$ cat src/rtl/dmem_arbiter.sv
// Two-requester arbiter for a single-port data memory: round-robin grant in IDLE,
// lock-hold ownership, combinational memory drive and one-cycle registered read return.
module dmem_arbiter #(
  parameter int ADDR_W = 8,
  parameter int DATA_W = 32
) (
  input  logic              clk,
  input  logic              rstn,

  input  logic              a_req,
  input  logic              a_we,
  input  logic              a_lock,
  input  logic [ADDR_W-1:0] a_addr,
  input  logic [DATA_W-1:0] a_wdata,
  output logic              a_gnt,
  output logic              a_rvalid,
  output logic [DATA_W-1:0] a_rdata,

  input  logic              b_req,
  input  logic              b_we,
  input  logic              b_lock,
  input  logic [ADDR_W-1:0] b_addr,
  input  logic [DATA_W-1:0] b_wdata,
  output logic              b_gnt,
  output logic              b_rvalid,
  output logic [DATA_W-1:0] b_rdata,

  output logic [ADDR_W-1:0] mem_a,
  output logic [DATA_W-1:0] mem_d,
  output logic              mem_we,
  input  logic [DATA_W-1:0] mem_spo
);

  // state | meaning
  // IDLE  | no lock held; round-robin between requesters
  // OWN_A | A holds the lock; only A may be granted
  // OWN_B | B holds the lock; only B may be granted
  typedef enum logic [1:0] {
    IDLE  = 2'd0,
    OWN_A = 2'd1,
    OWN_B = 2'd2
  } state_t;

  state_t            r_state;
  state_t            w_next_state;
  logic              r_last_b;
  logic              w_a_gnt;
  logic              w_b_gnt;
  logic [ADDR_W-1:0] r_hold_a;
  logic [DATA_W-1:0] r_hold_d;
  logic              r_a_rvalid;
  logic              r_b_rvalid;
  logic [DATA_W-1:0] r_a_rdata;
  logic [DATA_W-1:0] r_b_rdata;

  always_ff @(posedge clk or negedge rstn) begin
    if (!rstn) begin
      r_state <= IDLE;
    end else begin
      r_state <= w_next_state;
    end
  end

  always_comb begin
    w_next_state = r_state;
    w_a_gnt      = 1'b0;
    w_b_gnt      = 1'b0;
    case (r_state)
      IDLE: begin
        if (a_req && b_req) begin
          // r_last_b low means A went last, so B wins the tie
          w_a_gnt = r_last_b;
          w_b_gnt = ~r_last_b;
        end else begin
          w_a_gnt = a_req;
          w_b_gnt = b_req;
        end
        if (w_a_gnt && a_lock) begin
          w_next_state = OWN_A;
        end else if (w_b_gnt && b_lock) begin
          w_next_state = OWN_B;
        end
      end
      OWN_A: begin
        w_a_gnt = a_req;
        if (!a_req || !a_lock) begin
          w_next_state = IDLE;
        end
      end
      OWN_B: begin
        w_b_gnt = b_req;
        if (!b_req || !b_lock) begin
          w_next_state = IDLE;
        end
      end
      default: begin
        w_next_state = IDLE;
      end
    endcase
    // No grant, and therefore no memory write, may escape while reset is held
    w_a_gnt = w_a_gnt & rstn;
    w_b_gnt = w_b_gnt & rstn;
  end

  assign a_gnt  = w_a_gnt;
  assign b_gnt  = w_b_gnt;
  assign mem_we = (w_a_gnt & a_we) | (w_b_gnt & b_we);
  assign mem_a  = w_a_gnt ? a_addr  : (w_b_gnt ? b_addr  : r_hold_a);
  assign mem_d  = w_a_gnt ? a_wdata : (w_b_gnt ? b_wdata : r_hold_d);

  always_ff @(posedge clk or negedge rstn) begin
    if (!rstn) begin
      r_last_b <= 1'b0;
      r_hold_a <= '0;
      r_hold_d <= '0;
    end else if (w_a_gnt) begin
      r_last_b <= 1'b0;
      r_hold_a <= a_addr;
      r_hold_d <= a_wdata;
    end else if (w_b_gnt) begin
      r_last_b <= 1'b1;
      r_hold_a <= b_addr;
      r_hold_d <= b_wdata;
    end
  end

  always_ff @(posedge clk or negedge rstn) begin
    if (!rstn) begin
      r_a_rvalid <= 1'b0;
      r_b_rvalid <= 1'b0;
      r_a_rdata  <= '0;
      r_b_rdata  <= '0;
    end else begin
      r_a_rvalid <= w_a_gnt & ~a_we;
      r_b_rvalid <= w_b_gnt & ~b_we;
      if (w_a_gnt && !a_we) begin
        r_a_rdata <= mem_spo;
      end
      if (w_b_gnt && !b_we) begin
        r_b_rdata <= mem_spo;
      end
    end
  end

  assign a_rvalid = r_a_rvalid;
  assign a_rdata  = r_a_rdata;
  assign b_rvalid = r_b_rvalid;
  assign b_rdata  = r_b_rdata;

endmodule
$ cat config.mk
export PLATFORM = sky130hd
export DESIGN_NAME = dmem_arbiter
export DESIGN_NICKNAME = d
export VERILOG_FILES = /design/src/rtl/dmem_arbiter.sv
export SDC_FILE = /design/constraint.sdc
export NUM_CORES = 1
export LEC_CHECK = 0
export ABC_AREA = 1
export BUFFER_PORTS_ARGS = -buffer_cell sky130_fd_sc_hd__buf_2
export CAP_MARGIN = 10
export CORE_MARGIN = 1
export CORE_UTILIZATION = 47
export CTS_CLUSTER_DIAMETER = 150
export DETAILED_ROUTE_END_ITERATION = 12
export GPL_TIMING_DRIVEN = 1
export HOLD_SLACK_MARGIN = 0.06
export PLACE_DENSITY = 0.77
export SYNTH_ARGS = -nofsm -noshare
export SYNTH_HDL_FRONTEND = slang
export SYNTH_SLANG_ARGS = --single-unit
$ cat constraint.sdc
create_clock -name clk -period 1.58 [get_ports clk]
set_input_delay 0.316 -clock clk [delete_from_list [all_inputs] [get_ports clk]]
set_output_delay 0.316 -clock clk [all_outputs]
set_load 0.02 [all_outputs]
==> impl_metrics.toml, run 1 <==
[placed_design]
post-place-cells = 983
dp_hpwl_um = 9569
globalplace.congestion = 0.9017
port_buffers = 228
pre_cts_ws_ns = -0.2368

[floorplanning]
core_sq_um = 10230
die_w_um = 104.4
top_level_ports = 229
initial_core_util_pct = 48.18
die_h_um = 104.4
dieArea_sq_um = 10900
core.rowCount = 37

[clocking]
clk_path_buf_depth = 2
cts_tree = "done"
cts_hold_buf = 0
htreeDepth = 3
cts.clk_slew.worst_paths_ns = 0.10
root_buffer = "clkbuf_8"
clock-sinks = 109
cts_buffers = 9
clock_latency_ns = 0.38

[setup_path]
path_class = "reg2out"
cp_cell_sequence = "inv_2 -> nand4_1 -> nand2_2 -> buf_12 -> nand2_1 -> nand3_1 -> nand2_2 -> buf_4"
r2r-end = "r_hold_d[5]"
cpMostUsedCell = "nand2_2"
critPathMaxStageDelay_ns = 0.41
crit_path_max_fanout = 14
r2r.worst_path.cells = 9
crit_path_top_delay_cell = "dfrtp_1"
end_kind = "output pin"
critical-path-top-delay-family = "simple AND/OR/NAND/NOR gates"
crit_required_ns = 1.26
cp-start-kind = "register"
r2r_slack_ns = -0.08
worstPathArrival_ns = 1.85
crit_buf_inv = 3
rr_startpoint = "r_state[1]"

[final_layout]
fin_nets = 991
n_fill_cell = 753
area_delta_synth_final_pct = 48.98
antenna_cells = 0
final_layout_size_suffix_gt1_share_pct = 42.58
finalNonFillerCells = 1012

[sta]
grt_setup_unrepaired = "yes"
setup_viol = 47
slew_violations = 0
finalCritPeriodShare_pct = 137.2
clock_skew_ns = 0.009363
setup-tns-final_ns = -22.82
hold_viol = 0
max_freq_ghz = 0.4614
slew_headroom_pct = 41.64
timing.final.ws_setup_ns = -0.5874
post-route-min-period_ns = 2.167
tightest_slew_ns = 0.8754

[global_routing]
grt_pass1_vias = 4897
grt_max_degree = 68
overflow = 0
antenna_found_initial = 0
grt_first_pass_wirelength_um = 22720
grt_usage_pct = 26.39

[synth]
synth_adder_area_share_pct = 0
avgSynthCellArea_sq_um = 7.990
synth_compound_area_share_pct = 7.284
yosys.area_share.simple_pct = 23.76
synth_xor_area_share_pct = 0
synth_fp_nets = 737
yosys-top-cells-area = "dfrtp_1 55%, nand2_1 15%, inv_1 9.2%, nand3_1 8.4%, o21ai_1 4.6%"
netlist.area_leader.share_pct = 55.33
seq_area_frac_synth_pct = 55.33
yosys.area.top_type = "dfrtp_1"
synth_top_family_by_area = "simple AND/OR/NAND/NOR gates"
syn_area_sq_um = 4930
yosysUniqueCellTypes = 19
ys_ff_latch = 109
syn_inst = 617
muxShareOfSynthArea_pct = 0
ys.warnings.count = 0

[detailed_routing]
drt_iter0_markers = 341
first_pass_iters = 5
route.detailed.drc = 0
wl_um = 15040
vias_per_cell = 4.980
wl_per_cell_um = 14.86
ant_nets = 0
vias = 5040

[power_and_ir_drop]
powerDensity_nw_per_um2 = 1212
ir_drop_uv = 592.0
total_power_mw = 8.902
p_leak_nw = 4.331

[worst_hold_path]
hp-class = "in2async"

[outcome]
status = "finished, violations left"
violations = "setup timing"

[flow_run]
drv_cap = 0
==> how the worst max path moves through the flow <==
stage | slack [ns] | depth (start not counted) | from | to
after CTS | -0.52 | 8 | r_state[0] | mem_d[10]
after global placement | -0.18 | 9 | b_req | mem_d[29]
after global routing | -0.72 | 8 | r_state[1] | mem_d[14]
final | -0.59 | 8 | r_state[1] | mem_d[29]
after floorplan | 0.001 | 7 | r_state[0] | mem_a[0]
after detailed placement | -0.24 | 9 | b_req | mem_d[29]
==> report_power, final <==
group          leakage (nW)  total [mW]  switching, mW  internal, mW
clock                 0.103        1.77           1.01         0.759
combinational          2.89        3.49           2.06          1.43
sequential             1.34        3.64          0.260          3.38
total                  4.33        8.90           3.33          5.57
==> area by class of cell <==
class	count	area (sq um)	share of cell area, %
Multi-Input combinational cell	351	1832	24.94
Timing Repair Buffer	277	1941	26.42
Inverter	123	469.2	6.388
Sequential cell	109	2729	37.16
Clock inverter	7	80.08	1.090
Clock buffer	9	123.9	1.687
Tap cell	136	170.2	2.317
==> through the flow <==
stage	instance area, sq um	util, %	hold WS [ns]
floorplan	4938	-	0.02041
global route	7345	71.79	0.1594
finish	7345	71.79	0.1508
detailed placement	6395	62.50	0.4698
CTS	6997	68.39	0.1555
global placement	6395	62.50	0.4623
==> repair_timing <==
item	4_1_cts	5_1_grt
gates resized for setup	89	79
endpoints found under the setup margin	43	74
hold endpoints to repair	0	0
gates cloned	2	3
pin swaps	6	1
buffers inserted	8	1
==> synth_stat cells <==
cell and instances:
nor2_4 1, inv_2 2, inv_1 121, buf_2 12, a211oi_1 1, nand2_1 193
nand4_1 1, nor2_1 2, buf_1 1, o21bai_1 2, buf_4 10, o21ai_1 45
dfrtp_1 109, clkbuf_1 7, buf_6 4, o22ai_1 1, nand3_1 83, o21ai_0 21
nor2_2 1
==> registers in the layout, indices dropped and copies added (netlist names) <==
name	count
r_last_b	1
a_rvalid	1
r_state	2
r_hold_d	32
r_hold_a	8
b_rvalid	1
a_rdata	32
b_rdata	32
==> layer usage <==
layer | global-route usage (%) | share of wire, % | up-vias
met5 | 0 | 0 | -
met2 | 45.22 | 51 | 266
li1 | - | - | 2388
met1 | 31.10 | 39 | 2352
met4 | 12.24 | 2.7 | 0
met3 | 6.516 | 8.0 | 34
==> cell usage in the layout, fill, tap and decap left out, types with 28 or more instances in the layout <==
| master | count |
|---|---|
| buf_2 | 189 |
| nand2_1 | 151 |
| inv_1 | 120 |
| dfrtp_1 | 108 |
| nand3_1 | 53 |
| o21ai_1 | 50 |
| nand2_2 | 41 |
| buf_4 | 37 |
| buf_6 | 37 |
| nand3_2 | 28 |
==> cell families after synthesis <==
kind of cell,after synthesis
and+or+nand+nor,281
buffers and inverters,157
DFF,109
AOI/OAI and AO/OA,70
No activity file was read; power rests on OpenSTA's default activity.
==> run 2: changes to the inputs <==
PLACE_DENSITY = 0.84   (was 0.77)
==> run 2 against run 1 <==
The run still ends with setup timing left. Maximum frequency decreased by 1.6%. Register-to-register slack got worse by 0.05 ns. Cell area increased by 3.7%. Critical path type unchanged.
==> impl_metrics.toml, run 2 (synthesis results as in run 1) <==
[final_layout]
area_delta_synth_final_pct = 54.47
final_layout_size_suffix_gt1_share_pct = 45.89
finalNonFillerCells = 1024
fin_nets = 1002
final_common_cell = "buf_2"
n_fill_cell = 666
stdcell_area_sq_um = 7615
layout_common_cells = "184 x buf_2, 127 x nand2_1, 120 x inv_1"

[floorplanning]
initial_core_util_pct = 48.18
die_h_um = 104.4
die_w_um = 104.4
top_level_ports = 229
dieArea_sq_um = 10900
core.rowCount = 37
core_sq_um = 10230

[sta]
max_freq_ghz = 0.4540
setup-tns-final_ns = -25.52
hold-worst-slack_ns = 0.1666
setup_viol = 76
grt_setup_unrepaired = "yes"
finalCritPeriodShare_pct = 139.4
hold_viol = 0
timing.final.ws_setup_ns = -0.6226
clock_skew_ns = 0.009278
post-route-min-period_ns = 2.203
slew_violations = 0
tightest_slew_ns = 0.8110
slew_headroom_pct = 45.93

[power_and_ir_drop]
ir_drop_uv = 799.3
p_int_mw = 5.723
powerDensity_nw_per_um2 = 1215
pwr-share-comb_pct = 40.4
switching_share_pct = 38.12
clockPowerShare_pct = 19.8
switchingPower_mw = 3.525
pwr-share-seq_pct = 39.8
p_leak_nw = 4.403

[detailed_routing]
wl_per_cell_um = 17.46
ant_nets = 0
wl_um = 17880
vias = 5435
vias_per_cell = 5.308
route.detailed.drc = 0
first_pass_iters = 7
drt_iter0_markers = 377

[outcome]
status = "finished, violations left"
violations = "setup timing"

[placed_design]
pre_cts_ws_ns = -0.2214
port_buffers = 228
dp_hpwl_um = 9335
post-place-cells = 983
place_area_sq_um = 6407
globalplace.congestion = 0.8858

[setup_path]
crit_path_max_fanout = 22
worstPathArrival_ns = 1.89
crit_required_ns = 1.26
end_kind = "output pin"
path_class = "reg2out"
cp-start-kind = "register"

[global_routing]
grt_usage_pct = 29.33
grt_pass1_vias = 5116
overflow = 0
antenna_found_initial = 1
grt_max_degree = 66
grt_first_pass_wirelength_um = 24860

[worst_hold_path]
hp-class = "in2async"

[clocking]
cts_buffers = 9
root_buffer = "clkbuf_8"
clock_latency_ns = 0.37
clock-sinks = 109
cts_tree = "done"
htreeDepth = 3
cts_hold_buf = 0
cts.clk_slew.worst_paths_ns = 0.11
clk_path_buf_depth = 2

[flow_run]
drv_cap = 0
==> run 2: repair_timing <==
action | CTS | global route
gates cloned | 8 | 0
gates resized for setup | 132 | 88
buffers inserted | 9 | 7
setup endpoints to repair | 75 | 79
pin swaps | 5 | 17
==> run 2: routing by layer <==
layer | vias to the layer above | track usage, % | part of all wire (%)
met5 | - | 0 | 0
met4 | 0 | 14.39 | 4.7
met3 | 84 | 6.642 | 10
met2 | 402 | 51.32 | 49
met1 | 2530 | 33.69 | 36
li1 | 2419 | - | -
==> run 2: through the flow <==
| step | utilization [%] | power [mW] |
|---|---|---|
| 2_1_floorplan | - | 5.360 |
| 3_3_place_gp | 62.63 | 6.486 |
| 3_5_place_dp | 62.63 | 6.562 |
| 4_1_cts | 71.18 | 8.817 |
| 5_1_grt | 74.40 | 9.669 |
| 6_report | 74.43 | 9.248 |
==> run 2: power by group through the flow <==
stage	Sequential [mW]	Clock, mW	Combinational [mW]
after CTS	3.63	1.82	3.37
after global routing	3.73	1.97	3.97
final	3.68	1.83	3.74
after floorplan	4.14	0	1.22
after global placement	3.66	0	2.83
after detailed placement	3.68	0	2.88
==> run 2: layout make-up <==
cell class	count	area, sq um	share of cell area [%]
antenna	1	2.502	0.03286
clock buffer	10	137.6	1.807
clock inverter	6	78.83	1.035
inverter	123	466.7	6.129
multi-input combinational	351	1876	24.63
sequential	109	2728	35.82
tap	136	170.2	2.235
timing repair buffer	288	2156	28.31
==> run 2: worst max-delay path, cell delays in order (launching register included) <==
cell and delay (ns):
dfrtp_1 0.42, inv_2 0.07, nand2_2 0.06, nor2_4 0.11, buf_4 0.13, nand2_4 0.06, buf_12 0.16, nand2_2 0.08
nand3_2 0.10, nand2_2 0.14, buf_4 0.16
==> run 2: worst paths after layout <==
check | start | end | slack (ns) | depth (start not counted)
hold / removal | rstn | a_rdata[27] | 0.17 | 3
max in group asynchronous | rstn | b_rdata[2] | 0.80 | 3
hold reg to reg | a_rdata[26] | a_rdata[26] | 0.49 | 2
min in group clk | a_wdata[13] | r_hold_d[13] | 0.18 | 3
setup reg to reg | r_state[0] | b_rdata[13] | -0.13 | 11
setup / recovery | r_state[0] | mem_d[20] | -0.62 | 10
